**src/rtl/loader_pkg.sv**
```systemverilog
// ============================================================================
// Module      : loader_pkg
// Description : Shared types and constants for the boot-time program loader.
// Revision    : 1.0 - initial release
// ============================================================================
`default_nettype none

package loader_pkg;

  // Loader frame-parsing states
  typedef enum logic [2:0] {
    IDLE   = 3'd0,
    LEN_LO = 3'd1,
    LEN_HI = 3'd2,
    DATA   = 3'd3,
    CSUM   = 3'd4,
    DONE   = 3'd5,
    ERROR  = 3'd6
  } loader_state_e;

  // Frame start marker
  localparam logic [7:0] SYNC_BYTE = 8'hA5;

  // States in which the loader is willing to take a byte
  function automatic logic is_receiving(input loader_state_e s);
    return (s == IDLE) || (s == LEN_LO) || (s == LEN_HI) ||
           (s == DATA) || (s == CSUM);
  endfunction

  // States in which the inter-byte idle timeout is armed
  function automatic logic is_timed(input loader_state_e s);
    return (s == LEN_LO) || (s == LEN_HI) || (s == DATA) || (s == CSUM);
  endfunction

endpackage

`default_nettype wire

```
**src/rtl/prog_loader_if.sv**
```systemverilog
// ============================================================================
// Module      : prog_loader_if
// Description : Byte-stream input and instruction-memory write bus of the
//               program loader, plus the core-control status outputs.
//               slave  = loader side, master = byte source / memory side.
// Revision    : 1.0 - initial release
// ============================================================================
`default_nettype none

interface prog_loader_if #(
  parameter int ADDRESS_WIDTH = 10
);

  logic                     byte_valid_i;
  logic [7:0]               byte_data_i;
  logic                     byte_ready_o;
  logic                     imem_wr_en_o;
  logic [ADDRESS_WIDTH-1:0] imem_wr_addr_o;
  logic [31:0]              imem_wr_data_o;
  logic                     core_rst_o;
  logic                     done_o;
  logic                     error_o;
  logic [15:0]              words_loaded_o;

  modport slave (
    input  byte_valid_i,
    input  byte_data_i,
    output byte_ready_o,
    output imem_wr_en_o,
    output imem_wr_addr_o,
    output imem_wr_data_o,
    output core_rst_o,
    output done_o,
    output error_o,
    output words_loaded_o
  );

  modport master (
    output byte_valid_i,
    output byte_data_i,
    input  byte_ready_o,
    input  imem_wr_en_o,
    input  imem_wr_addr_o,
    input  imem_wr_data_o,
    input  core_rst_o,
    input  done_o,
    input  error_o,
    input  words_loaded_o
  );

endinterface

`default_nettype wire

```
**src/rtl/prog_loader_word_packer.sv**
```systemverilog
// ============================================================================
// Module      : word_packer
// Description : Assembles four consecutive bytes into a little-endian 32-bit
//               word. word_valid_o is combinational and coincides with the
//               4th byte so the caller can register the write one cycle later.
// Revision    : 1.0 - initial release
// ============================================================================
`default_nettype none

module word_packer (
  input  logic        clk_i,
  input  logic        rst_ni,
  input  logic        clear_i,
  input  logic        byte_valid_i,
  input  logic [7:0]  byte_data_i,
  output logic        word_valid_o,
  output logic [31:0] word_o
);

  logic [1:0]  r_lane;
  logic [23:0] r_shift;

  // Shift bytes in at the top so the first byte ends up in bits 7:0
  always_ff @(posedge clk_i or negedge rst_ni) begin
    if (!rst_ni) begin
      r_lane  <= 2'd0;
      r_shift <= 24'd0;
    end else if (clear_i) begin
      r_lane  <= 2'd0;
      r_shift <= 24'd0;
    end else if (byte_valid_i) begin
      r_lane  <= r_lane + 2'd1;
      r_shift <= {byte_data_i, r_shift[23:8]};
    end
  end

  assign word_valid_o = byte_valid_i && (r_lane == 2'd3);
  assign word_o       = {byte_data_i, r_shift};

endmodule

`default_nettype wire

```
**src/rtl/prog_loader.sv**
```systemverilog
// ============================================================================
// Module      : prog_loader
// Description : Boot-time program loader. Parses a framed byte stream
//               (A5, length lo/hi, 4*N data bytes [, checksum]), writes the
//               little-endian words into instruction memory and keeps the
//               core in reset until the image is complete.
//               Optional checksum byte enabled by `LOADER_CHECKSUM_EN.
// Revision    : 1.0 - initial release
// ============================================================================
`default_nettype none

module prog_loader
  import loader_pkg::*;
#(
  parameter int ADDRESS_WIDTH  = 10,
  parameter int TIMEOUT_CYCLES = 100000
) (
  input  logic         clk_i,
  input  logic         rst_ni,
  prog_loader_if.slave bus
);

  localparam int          c_idx_w    = ADDRESS_WIDTH - 2;
  localparam int unsigned c_capacity = 32'd1 << c_idx_w;
  localparam int          c_cnt_w    = $clog2(TIMEOUT_CYCLES + 1);

`ifdef LOADER_CHECKSUM_EN
  localparam loader_state_e c_after_data = CSUM;
`else
  localparam loader_state_e c_after_data = DONE;
`endif

  loader_state_e        r_state;
  loader_state_e        w_next_state;
  logic [7:0]           r_len_lo;
  logic [c_idx_w-1:0]   r_last_idx;
  logic [c_idx_w-1:0]   r_word_idx;
  logic [c_cnt_w-1:0]   r_idle_cnt;
  logic                 r_wr_en;
  logic [ADDRESS_WIDTH-1:0] r_wr_addr;
  logic [31:0]          r_wr_data;
  logic [c_idx_w:0]     r_words_loaded;
  logic                 r_core_rst;
`ifdef LOADER_CHECKSUM_EN
  logic [7:0]           r_csum;
`endif

  logic        w_ready;
  logic        w_accept;
  logic        w_timed;
  logic        w_expire;
  logic        w_frame_start;
  logic        w_data_byte;
  logic [15:0] w_len;
  logic        w_word_valid;
  logic [31:0] w_word;
  logic        w_last_word;

  // Ready is forced low while reset is held, independent of the state value
  assign w_ready       = rst_ni && is_receiving(r_state);
  assign w_accept      = bus.byte_valid_i && w_ready;
  assign w_timed       = is_timed(r_state);
  assign w_expire      = w_timed && !w_accept &&
                         (r_idle_cnt == c_cnt_w'(TIMEOUT_CYCLES - 1));
  assign w_frame_start = w_accept && (r_state == IDLE) && (bus.byte_data_i == SYNC_BYTE);
  assign w_data_byte   = w_accept && (r_state == DATA);
  assign w_len         = {bus.byte_data_i, r_len_lo};
  assign w_last_word   = w_word_valid && (r_word_idx == r_last_idx);

  word_packer u_word_packer (
    .clk_i        (clk_i),
    .rst_ni       (rst_ni),
    .clear_i      (w_frame_start),
    .byte_valid_i (w_data_byte),
    .byte_data_i  (bus.byte_data_i),
    .word_valid_o (w_word_valid),
    .word_o       (w_word)
  );

  // State register
  always_ff @(posedge clk_i or negedge rst_ni) begin
    if (!rst_ni) begin
      r_state <= IDLE;
    end else begin
      r_state <= w_next_state;
    end
  end

  // Frame parser next-state logic; an idle expiry overrides everything
  always_comb begin
    w_next_state = r_state;
    case (r_state)
      IDLE: begin
        if (w_frame_start) w_next_state = LEN_LO;
      end
      LEN_LO: begin
        if (w_accept) w_next_state = LEN_HI;
      end
      LEN_HI: begin
        if (w_accept) begin
          if (w_len == 16'd0)                        w_next_state = c_after_data;
          else if (32'(w_len) > c_capacity)          w_next_state = ERROR;
          else                                       w_next_state = DATA;
        end
      end
      DATA: begin
        if (w_last_word) w_next_state = c_after_data;
      end
`ifdef LOADER_CHECKSUM_EN
      CSUM: begin
        if (w_accept) w_next_state = (bus.byte_data_i == r_csum) ? DONE : ERROR;
      end
`endif
      DONE:    w_next_state = DONE;
      ERROR:   w_next_state = ERROR;
      default: w_next_state = ERROR;
    endcase
    if (w_expire) w_next_state = ERROR;
  end

  // Length capture: keep the low byte, then store N-1 as the last word index
  always_ff @(posedge clk_i or negedge rst_ni) begin
    if (!rst_ni) begin
      r_len_lo   <= 8'd0;
      r_last_idx <= '0;
    end else if (w_accept && (r_state == LEN_LO)) begin
      r_len_lo <= bus.byte_data_i;
    end else if (w_accept && (r_state == LEN_HI)) begin
      r_last_idx <= w_len[c_idx_w-1:0] - c_idx_w'(1);
    end
  end

  // Idle counter only runs inside a frame and clears on every accepted byte
  always_ff @(posedge clk_i or negedge rst_ni) begin
    if (!rst_ni) begin
      r_idle_cnt <= '0;
    end else if (!w_timed || w_accept) begin
      r_idle_cnt <= '0;
    end else begin
      r_idle_cnt <= r_idle_cnt + c_cnt_w'(1);
    end
  end

  // Memory write port, registered one cycle after the 4th byte of a word
  always_ff @(posedge clk_i or negedge rst_ni) begin
    if (!rst_ni) begin
      r_wr_en        <= 1'b0;
      r_wr_addr      <= '0;
      r_wr_data      <= 32'd0;
      r_word_idx     <= '0;
      r_words_loaded <= '0;
    end else begin
      r_wr_en <= 1'b0;
      if (w_frame_start) begin
        r_word_idx <= '0;
      end else if (w_word_valid) begin
        r_wr_en        <= 1'b1;
        r_wr_addr      <= {r_word_idx, 2'b00};
        r_wr_data      <= w_word;
        r_word_idx     <= r_word_idx + c_idx_w'(1);
        r_words_loaded <= r_words_loaded + (c_idx_w + 1)'(1);
      end
    end
  end

`ifdef LOADER_CHECKSUM_EN
  // Running XOR of every data byte in the current frame
  always_ff @(posedge clk_i or negedge rst_ni) begin
    if (!rst_ni) begin
      r_csum <= 8'd0;
    end else if (w_frame_start) begin
      r_csum <= 8'd0;
    end else if (w_data_byte) begin
      r_csum <= r_csum ^ bus.byte_data_i;
    end
  end
`endif

  // Core reset drops one cycle after DONE so the final write lands first
  always_ff @(posedge clk_i or negedge rst_ni) begin
    if (!rst_ni) begin
      r_core_rst <= 1'b1;
    end else begin
      r_core_rst <= (r_state != DONE);
    end
  end

  assign bus.byte_ready_o   = w_ready;
  assign bus.imem_wr_en_o   = r_wr_en;
  assign bus.imem_wr_addr_o = r_wr_addr;
  assign bus.imem_wr_data_o = r_wr_data;
  assign bus.core_rst_o     = r_core_rst;
  assign bus.done_o         = (r_state == DONE);
  assign bus.error_o        = (r_state == ERROR);
  assign bus.words_loaded_o = 16'(r_words_loaded);

endmodule

`default_nettype wire

```
**src/flat_wrapper.sv**
```systemverilog
// flat-port wrapper written by rule: the top's interface ports become plain ports
module prog_loader_flat import loader_pkg::*;
#(
  parameter int ADDRESS_WIDTH  = 10,
  parameter int TIMEOUT_CYCLES = 100000
)
  (clk_i, rst_ni, bus_byte_valid_i, bus_byte_data_i, bus_byte_ready_o, bus_imem_wr_en_o, bus_imem_wr_addr_o, bus_imem_wr_data_o, bus_core_rst_o, bus_done_o, bus_error_o, bus_words_loaded_o);
  prog_loader_if #(.ADDRESS_WIDTH(ADDRESS_WIDTH)) bus_i ();
  input  logic clk_i;
  input  logic rst_ni;
  input wire logic [$bits(bus_i.byte_valid_i)-1:0] bus_byte_valid_i;
  input wire logic [$bits(bus_i.byte_data_i)-1:0] bus_byte_data_i;
  output wire logic [$bits(bus_i.byte_ready_o)-1:0] bus_byte_ready_o;
  output wire logic [$bits(bus_i.imem_wr_en_o)-1:0] bus_imem_wr_en_o;
  output wire logic [$bits(bus_i.imem_wr_addr_o)-1:0] bus_imem_wr_addr_o;
  output wire logic [$bits(bus_i.imem_wr_data_o)-1:0] bus_imem_wr_data_o;
  output wire logic [$bits(bus_i.core_rst_o)-1:0] bus_core_rst_o;
  output wire logic [$bits(bus_i.done_o)-1:0] bus_done_o;
  output wire logic [$bits(bus_i.error_o)-1:0] bus_error_o;
  output wire logic [$bits(bus_i.words_loaded_o)-1:0] bus_words_loaded_o;
  assign bus_i.byte_valid_i = bus_byte_valid_i;
  assign bus_i.byte_data_i = bus_byte_data_i;
  assign bus_byte_ready_o = bus_i.byte_ready_o;
  assign bus_imem_wr_en_o = bus_i.imem_wr_en_o;
  assign bus_imem_wr_addr_o = bus_i.imem_wr_addr_o;
  assign bus_imem_wr_data_o = bus_i.imem_wr_data_o;
  assign bus_core_rst_o = bus_i.core_rst_o;
  assign bus_done_o = bus_i.done_o;
  assign bus_error_o = bus_i.error_o;
  assign bus_words_loaded_o = bus_i.words_loaded_o;
  prog_loader #(.ADDRESS_WIDTH(ADDRESS_WIDTH), .TIMEOUT_CYCLES(TIMEOUT_CYCLES)) u_core (.clk_i(clk_i), .rst_ni(rst_ni), .bus(bus_i));
endmodule
```
**config.mk**
```make
export PLATFORM = sky130hd
export DESIGN_NAME = prog_loader_flat
export DESIGN_NICKNAME = d
export VERILOG_FILES = /design/src/rtl/loader_pkg.sv /design/src/rtl/prog_loader_if.sv /design/src/rtl/prog_loader_word_packer.sv /design/src/rtl/prog_loader.sv /design/src/flat_wrapper.sv
export SDC_FILE = /design/constraint.sdc
export NUM_CORES = 1
export LEC_CHECK = 0
export ABC_CLOCK_PERIOD_IN_PS = 2040
export BUFFER_PORTS_ARGS = -buffer_cell sky130_fd_sc_hd__buf_4
export CORE_MARGIN = 4
export CORE_UTILIZATION = 51
export CTS_CLUSTER_DIAMETER = 80
export CTS_CLUSTER_SIZE = 10
export DETAILED_ROUTE_END_ITERATION = 10
export GPL_TIMING_DRIVEN = 0
export PLACE_DENSITY = 0.81
export SLEW_MARGIN = 30
export SYNTH_ARGS = -nofsm -noshare
export SYNTH_HDL_FRONTEND = slang
export SYNTH_SLANG_ARGS = --single-unit
export TNS_END_PERCENT = 1
```
**constraint.sdc**
```tcl
create_clock -name clk_i -period 2.04 [get_ports clk_i]
set_input_delay 0.408 -clock clk_i [delete_from_list [all_inputs] [get_ports clk_i]]
set_output_delay 0.408 -clock clk_i [all_outputs]
set_load 0.005 [all_outputs]
```
==> results of run 1 <==
==> sequential cells by signal, summed over array words and instances (netlist names), 3 cells and up <==
signal / cells
u_core.bus.imem_wr_data_o: 32
u_core.u_word_packer.r_shift: 24
u_core.r_idle_cnt: 17
u_core.r_words_loaded: 9
u_core.bus.imem_wr_addr_o: 8
u_core.r_last_idx: 8
u_core.r_len_lo: 8
u_core.r_word_idx: 8
u_core.r_state: 3
==> worst min path at each step <==
stage	end	slack (ps)	depth (start not counted)
detailed placement	u_core.r_idle_cnt[14]$_DFF_PN0_	350	1
floorplan	u_core.bus.imem_wr_addr_o[2]$_DFFE_PN0P_	110	0
CTS	u_core.bus.imem_wr_data_o[29]$_DFFE_PN0P_	110	3
global route	u_core.bus.imem_wr_data_o[29]$_DFFE_PN0P_	120	3
finish	u_core.bus.imem_wr_data_o[29]$_DFFE_PN0P_	130	3
global placement	u_core.bus.imem_wr_data_o[5]$_DFFE_PN0P_	460	2
==> worst max-delay path, delay by kind of cell <==
family	cells	cell delay, ps
and+or+nand+nor	5	1930
buffers and inverters	1	130
==> placed cells by master, fill, tap and decap left out, types with 10 or more instances in the layout <==
master,count
clkbuf_16,16
clkbuf_1,13
nand4_1,12
nand2_1,193
nand3_1,10
o21ai_0,31
xor2_1,12
nor2_1,32
a21oi_1,17
buf_4,76
dfrtp_1,120
xnor2_1,28
==> power groups by stage <==
stage	logic, uW	clock network [uW]	registers (uW)
global placement	102	0	2450
global route	162	3140	2410
CTS	145	3020	2410
floorplan	28.3	0	2450
finish	145	3000	2410
detailed placement	113	0	2450
==> layer usage <==
layer	vias to the layer above	wire length, um	share of wire (%)
li1	2034	-	-
met1	2195	5330	40
met2	205	6750	51
met3	30	957	7.2
met4	0	258	1.9
met5	-	0	0
==> timing repair <==
| action | 4_1_cts | 5_1_grt |
|---|---|---|
| setup endpoints to repair | 87 | 64 |
| pin swaps | 2 | 1 |
| cloned | 1 | 0 |
| hold buffers | 6 | 0 |
| hold endpoints to repair | 52 | 0 |
| resized for setup | 21 | 6 |
| setup buffers | 1 | 2 |
==> area by class of cell <==
cell class                      count  area (sq um)  area share, %
Inverter                            7          27.5          0.403
Clock inverter                     13           169           2.47
Clock buffer                       19           432           6.32
Buffer                             33           174           2.55
Multi-Input combinational cell    406          2150           31.5
Timing Repair Buffer               75           676           9.90
Sequential cell                   121          3030           44.4
Tap cell                          133           166           2.44
==> cells by family (layout without fill, tap and decap cells) <==
| logic type | Yosys count | in the layout |
|---|---|---|
| AND/OR/NAND/NOR | 285 | 285 |
| multiplexers | 6 | 6 |
| buffers and inverters | 41 | 147 |
| AO/OA/AOI/OAI | 61 | 61 |
| XOR/XNOR | 40 | 40 |
| other | 1 | 9 |
| flip-flops | 121 | 121 |
| adder cells (fa/ha/maj) | 5 | 5 |
==> per-stage QoR <==
stage	hold slack (ps)	worst slack, ps	TNS (ps)	util (%)
CTS	111	-28.4	-41.4	68.5
floorplan	112	-256	-523	-
global placement	457	-1680	-143350	60.0
global route	118	-101	-1500	68.9
finish	130	-56.5	-56.5	68.9
detailed placement	345	-1160	-73830	60.4
==> results.yml, run 1 <==
cts:
  cts_buffer_depth: 2
  cts_tree: "built"
  cts-root-buf: "clkbuf_8"
  clk_pin_slew_ps: 60
  cts_buffers: 17
  cts_max_level: 4
  cts_num_sinks: 121
  clock_latency_ps: 520
place:
  hpwlAfterDp_mm: 8.27
  placedCellCount: 766
  globalplace.congestion: 0.812
  placed_cell_area_sq_um: 5980
  io_buffers: 64
setup_path:
  r2r_cells: 5
  critPathCapture: "u_core.r_state[1]$_DFFE_PN0P_"
  worst_setup_path_end_kind: "flop"
  worstReg2RegEnd: "u_core.r_state[1]$_DFFE_PN0P_"
  worstPathRequired_ps: 2410
  crit_chain: "buf_4 > or4_4 > or4_4 > nor4_2 > nor3_1 > or4_1"
  worstSetupStartpointType: "primary input"
  path_max_fanout: 4
  arrival_ps: 2470
  critPathMaxStageDelay_ps: 570
  path_class: "in2reg"
  startpoint: "bus_byte_data_i[1]"
  r2r_start: "u_core.r_len_lo[2]$_DFFE_PN0P_"
  r2r_slack_ps: -30
  cp_common_cell: "or4_4"
  cp_slowest_cell: "or4_4"
synthesis:
  ys_seq_area_share_pct: 57.5
  synth-async-reset-ratio_pct: 100
  syn_area_sq_um: 5270
  syn_avg_cell_area_sq_um: 9.40
  synth_cell_type_count: 38
  synth_top_family_by_area: "simple AND/OR/NAND/NOR gates"
  netlist_top_cells_area: "dfrtp_1 57%, nand2_1 14%, xnor2_1 4.7%"
  synth-compound-area-share_pct: 6.44
  ys.flop_type: "dfrtp_1"
  synth_mux_area_share_pct: 1.28
  synth_fa_ha_area_share_pct: 1.19
  yosysMostFrequentCell: "nand2_1"
  ys_ff_latch: 121
  synth_xor_area_share_pct: 6.65
  yosysTopAreaCellShare_pct: 57.0
  yosys-top-cells-count: "194 x nand2_1, 120 x dfrtp_1, 32 x nor2_1"
  synthCells: 560
  yosysWarnings: 0
  synth_edf_count: 0
  yosys.area_share.simple_pct: 23.3
  synth_top_cell_by_area: "dfrtp_1"
cells_and_area:
  finalInstanceArea_sq_um: 6830
  fin_cells: 807
  syn_to_final_growth_pct: 29.6
  antenna_cells: 0
  drive_above_1_share_pct: 21.2
  n_fill_cell: 735
  fin_nets: 677
timing:
  clock.fmax_ghz: 0.477
  rsz0062_at_grt: "yes"
  finClkSkew_ps: 7.77
  tightestPinTransition_ps: 636
  final_max_slew_viol_count: 0
  period_share_pct: 103
  finalHoldViolations: 0
  slew_headroom_pct: 57.1
  fin_ws_ps: -56.5
  setup_viol: 1
  final.min_clock_period_ps: 2100
power:
  design_power_total_uw: 5560
  power.share.switching_pct: 21.4
  peakVddDrop_mv: 0.619
  p_seq_share_pct: 43.4
  p_comb_share_pct: 2.6
  p_int_uw: 4370
  powerDensity_nw_per_um2: 814
  clkPwrFrac_pct: 54.0
  p_leak_uw: 0.00338
  switching_power_uw: 1190
floorplanning:
  floorplan.initialDensity_pct: 53.1
  die-area_sq_um: 12000
  coreArea_sq_um: 9910
  rows: 36
  ios: 74
  die_y_um: 110
  dieWidth_um: 110
grt:
  grtUsageMet1_pct: 29.0
  antenna_found_initial: 0
  grt_pass1_wl_mm: 21.7
  grt.overflow.total: 0
  grt-busiest-layer: "met2"
  grt_use_met3_pct: 5.93
  grt_max_degree: 53
  grt_use_met2_pct: 40.0
  grt_pass1_vias: 4456
  track_usage_pct: 23.5
run:
  drv_cap: 0
routing:
  firstDrtPassIters: 5
  wl_per_cell_um: 16.5
  drcViolationCount: 0
  drtIter0Drc: 313
  vias: 4464
  vias_per_cell: 5.53
  final_antenna_net_count: 0
  wirelength_mm: 13.3
worst_hold_path:
  worstHoldStart: "bus_byte_data_i[5]"
  worst_hold_path_type: "in2reg"
status:
  status: "finished, violations left"
  violations: "negative setup slack"
Power figures use the tool's default switching activity.
==> run 2: changes to the inputs <==
- ABC_CLOCK_PERIOD_IN_PS: 2040 -> 2150
- CORE_UTILIZATION: 51 -> 57
- PLACE_DENSITY: 0.81 -> 0.85
- clock period: 2.04 -> 2.15 ns (I/O delays scaled with it)
==> run 2 against run 1 <==
  * Critical endpoint is now u_core.r_len_lo[6]$_DFFE_PN0P_
  * Clock power down 11%
  * Setup slack better by 21 ps
  * Critical path type is now reg2reg
  * Wire length decreased by 9.1%
  * Global-route usage decreased by 0.20 points
  * The flow finishes with violations (negative hold slack, negative setup slack)
==> results.yml, run 2 (synthesis gave the netlist of run 1 again) <==
status:
  status: "finished, violations left"
  violations: "negative hold slack, negative setup slack"
cells_and_area:
  largest_reg_flops: 32
  fin_nets: 671
  antenna_cells: 0
  postLayoutCoreUtil_pct: 75.1
  n_fill_cell: 576
  finalInstanceArea_sq_um: 6640
  syn_to_final_growth_pct: 26.1
  mostFrequentLayoutCells: "193 x nand2_1, 120 x dfrtp_1, 73 x buf_4"
  final_common_cell: "nand2_1"
  drive_above_1_share_pct: 19.6
floorplanning:
  dieWidth_um: 104
  floorplan.initialDensity_pct: 59.5
  coreArea_sq_um: 8850
  ios: 74
  die_y_um: 104
  rows: 34
  die-area_sq_um: 10800
run:
  drv_cap: 0
grt:
  grt-busiest-layer: "met2"
  grt_use_met2_pct: 38.6
  grt_max_degree: 68
  grt_pass1_wl_mm: 20.7
  grt.overflow.total: 0
  grt_pass1_vias: 4358
  grt_use_met3_pct: 5.90
  grtUsageMet1_pct: 30.1
  track_usage_pct: 23.3
  antenna_found_initial: 0
timing:
  setup_viol: 5
  tns_ps: -134
  hold_ws_ps: -126
  slew_headroom_pct: 58.9
  fin_ws_ps: -35.2
  rsz0062_at_grt: "yes"
  tightestPinTransition_ps: 609
  finalHoldViolations: 62
  final.min_clock_period_ps: 2190
  finClkSkew_ps: 6.94
  clock.fmax_ghz: 0.458
  final_max_slew_viol_count: 0
  period_share_pct: 102
setup_path:
  critical_path_depth: 5
  critPathMaxStageDelay_ps: 440
  worstSetupStartpointType: "flop"
  path_buf_inv: 2
  worstPathRequired_ps: 2550
  arrival_ps: 2590
  crit_chain: "clkbuf_2 > nand3b_1 > nor3b_1 > clkbuf_1 > mux2_2"
  path_class: "reg2reg"
  crit_family: "simple AND/OR/NAND/NOR gates"
  worst_setup_path_end_kind: "flop"
  r2r_cells: 5
  cp_slowest_cell: "nor3b_1"
  path_max_fanout: 10
routing:
  firstDrtPassIters: 5
  vias_per_cell: 5.52
  wl_per_cell_um: 15.6
  final_antenna_net_count: 0
  wirelength_mm: 12.1
  drcViolationCount: 0
  vias: 4280
  drtIter0Drc: 344
cts:
  cts_buffers: 17
  cts_max_level: 4
  cts_tree: "built"
  cts-root-buf: "clkbuf_8"
  cts_buffer_depth: 2
  cts_num_sinks: 121
  hold_buffers: 3
  clk_pin_slew_ps: 60
  clock_latency_ps: 520
place:
  globalplace.congestion: 0.811
  io_buffers: 64
  placed_cell_area_sq_um: 5950
  hpwlAfterDp_mm: 8.00
power:
  powerDensity_nw_per_um2: 766
  peakVddDrop_mv: 0.493
  p_leak_uw: 0.00329
worst_hold_path:
  worst_hold_path_type: "in2async"
[run 2: cell types whose count changed in the layout (fill, tap and decap cells not counted), sizes merged]
cell / delta
bufbuf: -1
buf: -4
bufinv: -1
dlygate4sd3: -2
clkinvlp: -1
clkbuf: +2
[run 2: layout make-up]
type	count	area, sq um	share of cell area [%]
Clock inverter	11	124	1.87
Multi-Input combinational cell	406	2130	32.1
Sequential cell	121	3030	45.6
Tap cell	108	135	2.03
Timing Repair Buffer	69	593	8.93
Inverter	7	26.3	0.396
Buffer	33	166	2.51
Clock buffer	20	435	6.56
[run 2: worst reg2reg max path: cells and delay by family, from the launching register on]
kind	cells	cell delay [ps]
buffers and inverters	2	600
DFF	1	350
muxes	1	400
and+or+nand+nor	2	720
[run 2: metrics by stage]
| stage | worst slack [ps] | instances | hold slack, ps | power, uW |
|---|---|---|---|---|
| final | -35.2 | 775 | -126 | 5090 |
| after global routing | -94.7 | 775 | -89.3 | 5240 |
| after CTS | 4.41 | 775 | -108 | 5100 |
| after detailed placement | -1070 | 741 | 385 | 2430 |
| after global placement | -1550 | 740 | 456 | 2420 |
| after floorplan | -168 | 568 | 134 | 2350 |
[run 2: per-layer routing]
metal,vias up,routed length (um)
met5,-,0
met1,2046,5080
li1,2014,-
met2,190,5890
met3,30,859
met4,0,260
[run 2: path summary, 6_finish.rpt]
| path | from | to | slack (ps) |
|---|---|---|---|
| worst max-delay path | u_core.r_state[2]$_DFFE_PN0P_ | u_core.r_len_lo[6]$_DFFE_PN0P_ | -40 |
| worst min-delay path | rst_ni | u_core.r_idle_cnt[2]$_DFF_PN0_ | -130 |
| worst max register to register | u_core.r_state[2]$_DFFE_PN0P_ | u_core.r_len_lo[6]$_DFFE_PN0P_ | -40 |
| worst min register to register | u_core.bus.imem_wr_addr_o[8]$_DFFE_PN0P_ | u_core.bus.imem_wr_addr_o[8]$_DFFE_PN0P_ | 470 |
| max in group asynchronous | rst_ni | u_core.r_last_idx[7]$_DFFE_PN0P_ | 1280 |
| min in group clk_i | bus_byte_data_i[5] | u_core.bus.imem_wr_data_o[29]$_DFFE_PN0P_ | 150 |
[run 2: power by group]
| part | internal [uW] | switching, uW | leakage, uW | total [uW] |
|---|---|---|---|---|
| Clock | 1670 | 1010 | 0.000267 | 2680 |
| Combinational | 48.5 | 72.0 | 0.00136 | 120 |
| Sequential | 2280 | 4.29 | 0.00166 | 2290 |
[run 2: timing repair]
action	CTS	global route
buffers inserted	1	0
hold endpoints to repair	58	62
pin swaps	0	2
resized for setup	11	11
cloned	0	0
endpoints found under the setup margin	83	54
==> run 3: changes to the inputs <==
- ABC_AREA: not set -> 1
==> run 3 against run 2 <==
  * The flow finishes with violations (negative hold slack)
  * Global-route usage is 2.8 points higher
  * Clock skew is essentially flat
  * Design area up 4.1%
  * Combinational power rose to 17 times the previous value
  * Setup slack better by 160 ps
  * Register-to-register slack better by 170 ps
  * Area after synthesis rose by 5.8%
  * First-iteration DRC count shrank 7.3%
  * Power is 59% higher
  * Clock power up 4%
  * Highest routed layer unchanged
==> results.yml, run 3 <==
timing:
  slew_headroom_pct: 63.8
  setup_viol: 0
  finalHoldViolations: 76
  hold_ws_ps: -119
  finClkSkew_ps: 6.71
  clock.fmax_ghz: 0.493
  tightestPinTransition_ps: 543
  rsz0062_at_grt: "no"
  final.min_clock_period_ps: 2030
  period_share_pct: 94.3
  final_max_slew_viol_count: 0
power:
  p_leak_uw: 0.00357
  design_power_total_uw: 8110
  peakVddDrop_mv: 0.739
  clkPwrFrac_pct: 34.4
  p_int_uw: 5390
  switching_power_uw: 2720
  powerDensity_nw_per_um2: 1170
  p_comb_share_pct: 25.6
  p_seq_share_pct: 40.0
  power.share.switching_pct: 33.5
synthesis:
  ys.flop_type: "dfrtp_1"
  synth_edf_count: 0
  ys_ff_latch: 121
  synth_cell_type_count: 36
  ys_seq_area_share_pct: 54.4
  netlist_top_cells_area: "dfrtp_1 54%, nand2_1 11%, inv_1 5.3%"
  syn_avg_cell_area_sq_um: 8.56
  synth_top_cell_by_area: "dfrtp_1"
  yosysMostFrequentCell: "nand2_1"
  yosysTopAreaCellShare_pct: 53.9
  yosys-top-cells-count: "160 x nand2_1, 120 x dfrtp_1, 79 x inv_1"
  synth-async-reset-ratio_pct: 100
  syn_area_sq_um: 5570
  synthCells: 651
  yosysWarnings: 0
setup_path:
  crit_chain: "inv_1 > nor2_1 > nor2_1 > buf_4"
  r2r_start: "u_core.r_state[1]$_DFFE_PN0P_"
  cp_slowest_cell: "dfrtp_2"
  r2r_cells: 9
  arrival_ps: 1600
  startpoint: "u_core.r_state[2]$_DFFE_PN0P_"
  worstPathRequired_ps: 1720
  path_class: "reg2out"
  worstSetupStartpointType: "flop"
  worstReg2RegEnd: "u_core.bus.imem_wr_data_o[3]$_DFFE_PN0P_"
  cp_common_cell: "nor2_1"
  critical_path_depth: 4
  crit_family: "flip-flops"
  critPathCapture: "bus_byte_ready_o"
  path_buf_inv: 2
  worst_setup_path_end_kind: "output port"
  r2r_slack_ps: 130
  critPathMaxStageDelay_ps: 470
  path_max_fanout: 6
status:
  status: "finished, violations left"
  violations: "negative hold slack"
routing:
  vias_per_cell: 5.31
  vias: 4717
  wl_per_cell_um: 15.6
  wirelength_mm: 13.8
  drtIter0Drc: 319
  final_antenna_net_count: 0
  firstDrtPassIters: 5
  drcViolationCount: 0
cts:
  cts_buffer_depth: 2
  cts_max_level: 4
  clk_pin_slew_ps: 60
  cts_tree: "built"
  clock_latency_ps: 520
  cts_buffers: 17
  hold_buffers: 3
  cts_num_sinks: 121
  cts_setup_buffers: 0
  cts-root-buf: "clkbuf_8"
worst_hold_path:
  worst_hold_path_type: "in2async"
cells_and_area:
  largest_reg_flops: 32
  drive_above_1_share_pct: 18.7
  fin_nets: 762
  final_common_cell: "nand2_1"
  mostFrequentLayoutCells: "160 x nand2_1, 119 x dfrtp_1, 79 x inv_1"
  syn_to_final_growth_pct: 24.1
  antenna_cells: 0
  fin_cells: 888
grt:
  grt_max_degree: 79
  grt_pass1_wl_mm: 23.4
  grt_pass1_vias: 4819
  antenna_found_initial: 0
  track_usage_pct: 26.2
  grt.overflow.total: 0
floorplanning:
  coreArea_sq_um: 9370
  dieWidth_um: 107
  die_y_um: 107
  floorplan.initialDensity_pct: 59.4
  die-area_sq_um: 11400
  ios: 74
  rows: 35
run:
  drv_cap: 0
place:
  placedCellCount: 853
  io_buffers: 64
  globalplace.congestion: 0.883
  hpwlAfterDp_mm: 9.14
[run 3: cell types whose count changed after synthesis, moves of 6 or more]
cell	change
clkbuf_1	-18
inv_1	+73
mux2_2	-6
nand2_1	-34
nand3_1	+22
nor2_1	+24
nor3_1	+7
o21ai_0	+20
o21ai_1	+31
o22ai_1	+10
xnor2_1	-19
[run 3: what timing repair did]
item / CTS / global route
gates resized for setup: 0 / 1
endpoints found under the setup margin: 0 / 2
hold endpoints to repair: 45 / 76
[run 3: power by group through the flow]
stage	registers [uW]	clock network [uW]	logic [uW]
4_1_cts	3230	2800	2080
3_3_place_gp	3220	0	1900
6_report	3250	2790	2080
5_1_grt	3290	2930	2370
3_5_place_dp	3250	0	2000
2_1_floorplan	3170	0	1420
[run 3: metrics by stage]
step                setup TNS (ps)  setup slack (ps)  utilization, %  instance area (sq um)
global route                     0             0.614            73.8                   6910
finish                           0               123            73.8                   6910
detailed placement          -11470              -282            67.0                   6280
global placement            -78230              -854            66.6                   6240
CTS                              0              98.6            73.8                   6910
floorplan                        0               611               -                   5600
[run 3: worst min-delay path by stage]
stage,to,cells after the start
floorplan,u_core.bus.imem_wr_addr_o[2]$_DFFE_PN0P_,0
finish,u_core.bus.core_rst_o$_DFF_PN1_,1
global route,u_core.bus.core_rst_o$_DFF_PN1_,1
global placement,u_core.r_idle_cnt[0]$_DFF_PN0_,1
detailed placement,u_core.r_words_loaded[2]$_DFFE_PN0P_,1
CTS,u_core.bus.core_rst_o$_DFF_PN1_,1
[run 3: per-layer routing]
metal / wire length [um] / up-vias / share of wire [%] / GRT usage (%)
li1: - / 2257 / - / -
met1: 5690 / 2263 / 41 / 32.6
met2: 7020 / 175 / 51 / 44.7
met3: 897 / 22 / 6.5 / 6.62
met4: 227 / 0 / 1.6 / 8.40
met5: 0 / - / 0 / 0
[run 3: cell families (layout without fill, tap and decap cells)]
family / after synthesis / after routing / share of synthesized area (%)
AO/OA/AOI/OAI: 105 / 105 / 9.70
XOR/XNOR: 20 / 20 / 3.14
AND/OR/NAND/NOR: 289 / 289 / 22.8
other: 1 / 9 / 0.0673
buffers and inverters: 110 / 210 / 8.81
flip-flops: 121 / 121 / 54.4
adder cells (fa/ha/maj): 5 / 5 / 1.12
[run 3: final cells by class]
type / count / area (sq um)
multi-input combinational: 428 / 2080
clock inverter: 12 / 140
tap: 129 / 161
clock buffer: 20 / 445
sequential: 121 / 3030
inverter: 83 / 314
buffer: 27 / 176
timing repair buffer: 68 / 566
fill: 658 / 2460
[run 3: worst register-to-register path: cells and delay by family, from the launching register on]
family | cells | cell delay (ps)
buf+inv | 3 | 540
flops | 1 | 430
compound gates | 1 | 120
simple gates | 5 | 770
